**config.mk**
```make
export PLATFORM = sky130hd
export DESIGN_NAME = mem_write_buffer
export DESIGN_NICKNAME = d
export VERILOG_FILES = /design/src/rtl/mem_write_buffer.sv
export SDC_FILE = /design/constraint.sdc
export NUM_CORES = 1
export LEC_CHECK = 0
export ABC_AREA = 1
export CELL_PAD_IN_SITES_DETAIL_PLACEMENT = 1
export CELL_PAD_IN_SITES_GLOBAL_PLACEMENT = 2
export CORE_ASPECT_RATIO = 1.1
export CORE_MARGIN = 3
export CORE_UTILIZATION = 18
export CTS_CLUSTER_DIAMETER = 200
export DETAILED_ROUTE_END_ITERATION = 10
export PLACE_DENSITY_LB_ADDON = 0.08
export SYNTH_ARGS = -nofsm -noshare
export SYNTH_HDL_FRONTEND = slang
export SYNTH_SLANG_ARGS = --single-unit
```
**constraint.sdc**
```tcl
create_clock -name clk -period 1.35 [get_ports clk]
set_input_delay 0.405 -clock clk [delete_from_list [all_inputs] [get_ports clk]]
set_output_delay 0.405 -clock clk [all_outputs]
set_load 0.005 [all_outputs]
```
**src/rtl/mem_write_buffer.sv**
```systemverilog
// mem_write_buffer
//   Posted-write buffer between the CPU memory port and main memory. CPU
//   requests arrive on a single-outstanding read/write/resp handshake and are
//   reissued downstream on the same handshake. Writes are acknowledged early
//   and queued; reads wait until every older write has drained. A sticky
//   protocol_error flags illegal activity on either side.
//
//   Build option: WRITE_BUFFER_POST_EN
//     defined   - write FIFO built, writes posted (ack one cycle after accept)
//     undefined - no FIFO, wb_count tied to 0, writes complete like reads
//
//   Ports
//     clk, rst            clock; synchronous active-low reset
//     cpu_read/cpu_write  CPU strobes, held until cpu_resp
//     cpu_byte_enable     write byte lanes
//     cpu_address         request address
//     cpu_wdata           write data
//     cpu_resp            one-cycle completion pulse
//     cpu_rdata           read data, valid with cpu_resp
//     mem_read/mem_write  downstream strobes
//     mem_byte_enable     downstream lanes
//     mem_address         downstream address
//     mem_wdata           downstream data
//     mem_resp            downstream completion pulse
//     mem_rdata           downstream read data, valid with mem_resp
//     wb_count            occupied write-buffer entries (0..DEPTH)
//     protocol_error      sticky violation flag
module mem_write_buffer #(
  parameter int unsigned DEPTH = 4
) (
  input  logic                   clk,
  input  logic                   rst,
  input  logic                   cpu_read,
  input  logic                   cpu_write,
  input  logic [3:0]             cpu_byte_enable,
  input  logic [31:0]            cpu_address,
  input  logic [31:0]            cpu_wdata,
  output logic                   cpu_resp,
  output logic [31:0]            cpu_rdata,
  output logic                   mem_read,
  output logic                   mem_write,
  output logic [3:0]             mem_byte_enable,
  output logic [31:0]            mem_address,
  output logic [31:0]            mem_wdata,
  input  logic                   mem_resp,
  input  logic [31:0]            mem_rdata,
  output logic [$clog2(DEPTH):0] wb_count,
  output logic                   protocol_error
);

  typedef enum logic [1:0] {IDLE, WR, RD} state_t;

  state_t      state_q, state_d;
  logic        mem_read_d, mem_write_d, cpu_resp_d, err_d;
  logic [3:0]  be_d;
  logic [31:0] addr_d, wdata_d, rdata_d;
  logic [1:0]  guard_q;
  logic        guard_done;
  logic        req_ok;

  // The cycle carrying cpu_resp still shows the answered request; never
  // accept it twice. Simultaneous read+write is illegal and never accepted.
  assign req_ok     = !cpu_resp && !(cpu_read && cpu_write);
  // Stray mem_resp is tolerated for the first two cycles out of reset.
  assign guard_done = (guard_q == 2'd2);

`ifdef WRITE_BUFFER_POST_EN
  localparam int unsigned PW = $clog2(DEPTH);

  logic [31:0]   fifo_addr [DEPTH];
  logic [31:0]   fifo_data [DEPTH];
  logic [3:0]    fifo_be   [DEPTH];
  logic [PW-1:0] wr_ptr, rd_ptr;
  logic          push, pop, full, empty;

  // Fullness uses the registered count, so a same-cycle pop never frees a
  // slot for that cycle's push.
  assign full  = (wb_count == (PW+1)'(DEPTH));
  assign empty = (wb_count == '0);
  assign push  = cpu_write && req_ok && !full;
`else
  assign wb_count = '0;
`endif

  always_comb begin
    state_d     = state_q;
    mem_read_d  = mem_read;
    mem_write_d = mem_write;
    be_d        = mem_byte_enable;
    addr_d      = mem_address;
    wdata_d     = mem_wdata;
    rdata_d     = cpu_rdata;
    cpu_resp_d  = 1'b0;
`ifdef WRITE_BUFFER_POST_EN
    pop         = 1'b0;
    cpu_resp_d  = push;
`endif
    unique case (state_q)
      IDLE: begin
`ifdef WRITE_BUFFER_POST_EN
        if (!empty) begin
          state_d     = WR;
          mem_write_d = 1'b1;
          addr_d      = fifo_addr[rd_ptr];
          be_d        = fifo_be[rd_ptr];
          wdata_d     = fifo_data[rd_ptr];
        end else if (cpu_read && req_ok) begin
          state_d    = RD;
          mem_read_d = 1'b1;
          addr_d     = cpu_address;
        end
`else
        if (cpu_write && req_ok) begin
          state_d     = WR;
          mem_write_d = 1'b1;
          addr_d      = cpu_address;
          be_d        = cpu_byte_enable;
          wdata_d     = cpu_wdata;
        end else if (cpu_read && req_ok) begin
          state_d    = RD;
          mem_read_d = 1'b1;
          addr_d     = cpu_address;
        end
`endif
      end
      WR: begin
        if (mem_resp) begin
          state_d     = IDLE;
          mem_write_d = 1'b0;
`ifdef WRITE_BUFFER_POST_EN
          pop         = 1'b1;
`else
          cpu_resp_d  = 1'b1;
`endif
        end
      end
      RD: begin
        if (mem_resp) begin
          state_d    = IDLE;
          mem_read_d = 1'b0;
          rdata_d    = mem_rdata;
          cpu_resp_d = 1'b1;
        end
      end
      default: state_d = IDLE;
    endcase
  end

  assign err_d = protocol_error || (cpu_read && cpu_write) ||
                 (mem_resp && (state_q == IDLE) && guard_done);

  always_ff @(posedge clk) begin
    if (!rst) begin
      state_q         <= IDLE;
      mem_read        <= 1'b0;
      mem_write       <= 1'b0;
      mem_byte_enable <= '0;
      mem_address     <= '0;
      mem_wdata       <= '0;
      cpu_resp        <= 1'b0;
      cpu_rdata       <= '0;
      protocol_error  <= 1'b0;
      guard_q         <= '0;
    end else begin
      state_q         <= state_d;
      mem_read        <= mem_read_d;
      mem_write       <= mem_write_d;
      mem_byte_enable <= be_d;
      mem_address     <= addr_d;
      mem_wdata       <= wdata_d;
      cpu_resp        <= cpu_resp_d;
      cpu_rdata       <= rdata_d;
      protocol_error  <= err_d;
      if (!guard_done) guard_q <= guard_q + 2'd1;
    end
  end

`ifdef WRITE_BUFFER_POST_EN
  always_ff @(posedge clk) begin
    if (!rst) begin
      wr_ptr   <= '0;
      rd_ptr   <= '0;
      wb_count <= '0;
    end else begin
      if (push) wr_ptr <= wr_ptr + 1'b1;
      if (pop)  rd_ptr <= rd_ptr + 1'b1;
      if (push && !pop)      wb_count <= wb_count + 1'b1;
      else if (pop && !push) wb_count <= wb_count - 1'b1;
    end
  end

  // Storage is not reset; contents are meaningless once the pointers clear.
  always_ff @(posedge clk) begin
    if (push) begin
      fifo_addr[wr_ptr] <= cpu_address;
      fifo_data[wr_ptr] <= cpu_wdata;
      fifo_be[wr_ptr]   <= cpu_byte_enable;
    end
  end
`endif

endmodule

```
* After elaboration in Yosys (flattened, before gate mapping)
Index checks and enable logic that the tools add are counted.
Word-level totals: flip-flop bits (word level) 108, input bits 105, output and inout bits 107, word-level logic and storage cells 56
Cells by class: $add $sub $neg 1, equality and inequality tests 10, mux-type cells 13, reduce and logical (&&, ||, !) cells 22
Operator list (count):
- 32-bit two-way mux | 2
- 2-bit != test (second input constant) | 5
- 2-bit AND reduction | 5
- 1-bit logical AND | 6
- 2-bit two-way mux | 3
- 2-bit nonzero test | 3
- 1-bit two-way mux | 5
- 2-bit equality test (second input constant) | 2
- 1-bit one-hot mux with 2 select lines | 2
- 2-bit one-hot mux with 2 select lines | 1
- 4-bit AND reduction | 1
- 3-bit != test (second input constant) | 1
- 3-bit AND reduction | 1
- 2-bit by 1-bit adder with 2-bit output (second input constant) | 1
- 2-bit by 1-bit equality test with 1-bit output (second input constant) | 1
- 1-bit logical NOT | 2
- 2-bit logical NOT | 1
- 1-bit logical OR | 2
- 2-bit by 1-bit != test with 1-bit output (second input constant) | 1
- 2-bit OR reduction | 1

* Depth between registers and ports, before layout
depth in word-level cells 7, depth in mapped cells 9, depth with buffers taken out 8

* Worst setup path before layout
OpenSTA, ideal clock, no wires.
path kind register -> register, start point register state_q[0], end point register mem_wdata[11], setup time 116 ps, arrival time 1201 ps, data required time 1234 ps, path slack 33 ps, cell stages (with the launch flop) 8, path buffers 2, period minus slack after synthesis 1317 ps, path through dfxtp_1 > inv_1 > ha_1 > nand4_2 > buf_6 > clkbuf_2 > o21ai_0 > nor2_1
Between the ends: cells in the longest elaborated chain, start to end 2
RTL lines:
- start: declaration | RTL line 53 | state_t state_q, state_d;
- start signal: assignment | RTL line 165 | state_q <= state_d;
- 2-bit logical NOT | RTL line 98 | unique case (state_q)
- 2-bit AND reduction (no source line)
- end signal: assignment | RTL line 170 | mem_wdata <= wdata_d;
- end: declaration | RTL line 44 | output logic [31:0] mem_wdata,
Every way passes these cells. A chain may end at the register's enable or synchronous reset.

* Worst setup path after layout
start point register state_q[0], end point register mem_address[15]
Between the ends: cells in the longest elaborated chain, start to end 2
RTL lines:
- 2-bit logical NOT | RTL line 98
- 2-bit AND reduction (no source line)
- end signal: assignment | RTL line 169 | mem_address <= addr_d;
- end: declaration | RTL line 43 | output logic [31:0] mem_address,
Every way passes these cells.

==> results.sh <==
export IMPL_maxCapViolCount=0
export IMPL_synth_edf_count=0
export IMPL_track_usage=0.127
export IMPL_syn_area_per_cell_sq_um=7.83
export IMPL_initial_core_util=0.186
export IMPL_synth_seq_area_share=0.555
export IMPL_gp_congestion=0.712
export IMPL_synth_top_cells_by_area="dfxtp_1 56%, nor2_1 20%, o21ai_0 12%, buf_4 2.1%, ha_1 1.3%"
export IMPL_status="finished with violations"
export IMPL_synthTopCellsByCount="210 x nor2_1, 108 x dfxtp_1, 96 x o21ai_0"
export IMPL_rsz0062_at_grt="yes"
export IMPL_dp_slack_ns=-0.553
export IMPL_core_area_sq_um=20900
export IMPL_drt_wl_total_microns=14900
export IMPL_final_area_sq_um=6930
export IMPL_fin_hold_ws_ns=0.472
export IMPL_drive_gt1_frac=0.297
export IMPL_synthCells=497
export IMPL_synth_cell_types=19
export IMPL_clock_sinks=108
export IMPL_vdd_drop_max_v=0.000553
export IMPL_num_antenna_cells=0
export IMPL_hold_class="input port to flip-flop"
export IMPL_post_route_period_util=1.03
export IMPL_ys_flop_type="dfxtp_1"
export IMPL_grt_pass1_vias=4378
export IMPL_cp_required_ns=1.59
export IMPL_violations="negative setup slack"
export IMPL_period_minus_slack_ns=1.38
export IMPL_cts_clk_slew_worst_paths_ns=0.08
export IMPL_vias=4051
export IMPL_cts_root_buffer="clkbuf_16"
export IMPL_cts_hold_buffers_added=0
export IMPL_max_freq_mhz=723
export IMPL_synth_most_common_cell="nor2_1"
export IMPL_io_pins=212
export IMPL_dp_hpwl_microns=10800
export IMPL_synth_top_area_cell="dfxtp_1"
export IMPL_end_kind="flip-flop"
export IMPL_synth_top_area_share=0.555
export IMPL_critPathLaunchType="flip-flop"
export IMPL_power_density_nw_per_um2=1180
export IMPL_finClkSkew_ns=0.00774
export IMPL_drv_slew=0
export IMPL_setup_viol=31
export IMPL_avgRoutedWirePerCell_microns=14.8
export IMPL_antenna_found_initial=1
export IMPL_ys_async_sr_fraction=0
export IMPL_crit_type="flip-flop to flip-flop"
export IMPL_die_h_microns=160
export IMPL_cts_buffer_depth=2
export IMPL_io_buffers=208
export IMPL_crit_arrival_ns=1.62
export IMPL_grt_start_max_net_pins=45
export IMPL_dieArea_sq_um=23400
export IMPL_rows=55
export IMPL_fp_dieW_microns=146
export IMPL_antenna_left=0
export IMPL_grt_pass1_wl_microns=23900
export IMPL_synth_seq_cells=108
export IMPL_drt_iter0_drc=79
export IMPL_cp_max_fo=8
export IMPL_clock_latency_ns=0.35
export IMPL_viasPerCell=4.02
export IMPL_syn_area_sq_um=3890
export IMPL_overflow=0
export IMPL_nets=827
export IMPL_cts_tree="done"
export IMPL_syn2layout_area_growth_pct=77.9
export IMPL_ctsHtreeMaxLevel=3
export IMPL_setup_ws_ns=-0.0338
export IMPL_drc=0
export IMPL_yosysWarnings=0
export IMPL_fin_setup_tns_ns=-0.670
export IMPL_cts_buffers=9
export IMPL_p_leak_uw=0.00279
export IMPL_first_pass_iters=4
export IMPL_place_area_sq_um=6400
export IMPL_hold_viol_final=0
[metal layers]
| metal | vias up | track usage | share of wire |
|---|---|---|---|
| li1 | 2017 | - | - |
| met1 | 1901 | 0.150 | 0.42 |
| met2 | 116 | 0.214 | 0.49 |
| met3 | 15 | 0.0423 | 0.068 |
| met4 | 2 | 0.0449 | 0.015 |
| met5 | - | 0 | 0.00087 |
[sequential cells by signal, summed over array words and instances (netlist names), 2 cells and up]
register         flops
cpu_rdata           32
guard_q              2
mem_address         32
mem_byte_enable      4
mem_wdata           32
state_q              2
[critical path, stage by stage (launching register included)]
cell and delay [ns]:
dfxtp_2 0.33, inv_2 0.07, ha_4 0.17, nand4_1 0.16
nand2_4 0.19, inv_6 0.06, buf_6 0.15, nor2_2 0.09
nor2_1 0.05
[cell usage in the layout, fill, tap and decap left out, types with 6 or more instances in the layout]
cell type	Yosys	routed
o21ai_0	96	91
dfxtp_1	108	37
o21ai_1	5	9
a21oi_1	7	6
nor2_1	210	182
buf_6	4	6
inv_1	10	7
buf_12	0	7
clkbuf_2	2	27
clkdlybuf4s15_2	0	16
dfxtp_2	0	71
clkdlybuf4s50_1	0	100
clkdlybuf4s15_1	0	55
nand2_1	11	6
buf_2	4	6
nor2_2	0	26
clkbuf_16	0	9
buf_4	11	20
[report_power, final]
group          switching (uW)  total (uW)  internal [uW]
combinational             787        1730            941
clock                    1290        2800           1510
sequential                150        3660           3510
[worst paths after layout]
path | end | start | slack, ns | depth (start not counted)
max reg2reg | mem_address[15]$_SDFFE_PN0P_ | state_q[0]$_SDFFE_PN0P_ | -0.03 | 8
min reg2reg | mem_wdata[9]$_SDFFE_PN0P_ | mem_wdata[9]$_SDFFE_PN0P_ | 0.48 | 2
max | mem_address[15]$_SDFFE_PN0P_ | state_q[0]$_SDFFE_PN0P_ | -0.03 | 8
min | cpu_resp$_SDFF_PN0_ | mem_resp | 0.47 | 4
[area by class of cell]
type                       instances  area, sq um
clock buffer                      10          239
clock inverter                     6         68.8
fill                            2484        14000
inverter                          12         50.0
multi-input combinational        345         1640
sequential                       108         2250
tap                              285          357
timing repair buffer             242         2320
[per-stage QoR]
stage	utilization	total power [uW]	cells
finish	0.331	8190	1008
global route	0.331	8700	1008
CTS	0.332	8350	1008
detailed placement	0.306	5450	981
global placement	0.306	5410	981
floorplan	-	4330	499
[timing repair]
item / 4_1_cts / 5_1_grt
gates cloned: 1 / 0
setup buffers: 11 / 1
resized for setup: 306 / 92
endpoints found under the setup margin: 172 / 154
pin swaps: 3 / 7
[cells by family after synthesis]
logic type / count (synthesis) / synth area share
adders and majority gates: 4 / 0.0129
AOI/OAI and AO/OA: 108 / 0.139
other: 1 / 0.000963
buffers and inverters: 46 / 0.0646
and+or+nand+nor: 230 / 0.228
DFF: 108 / 0.555
Power figures use the tool's default switching activity.
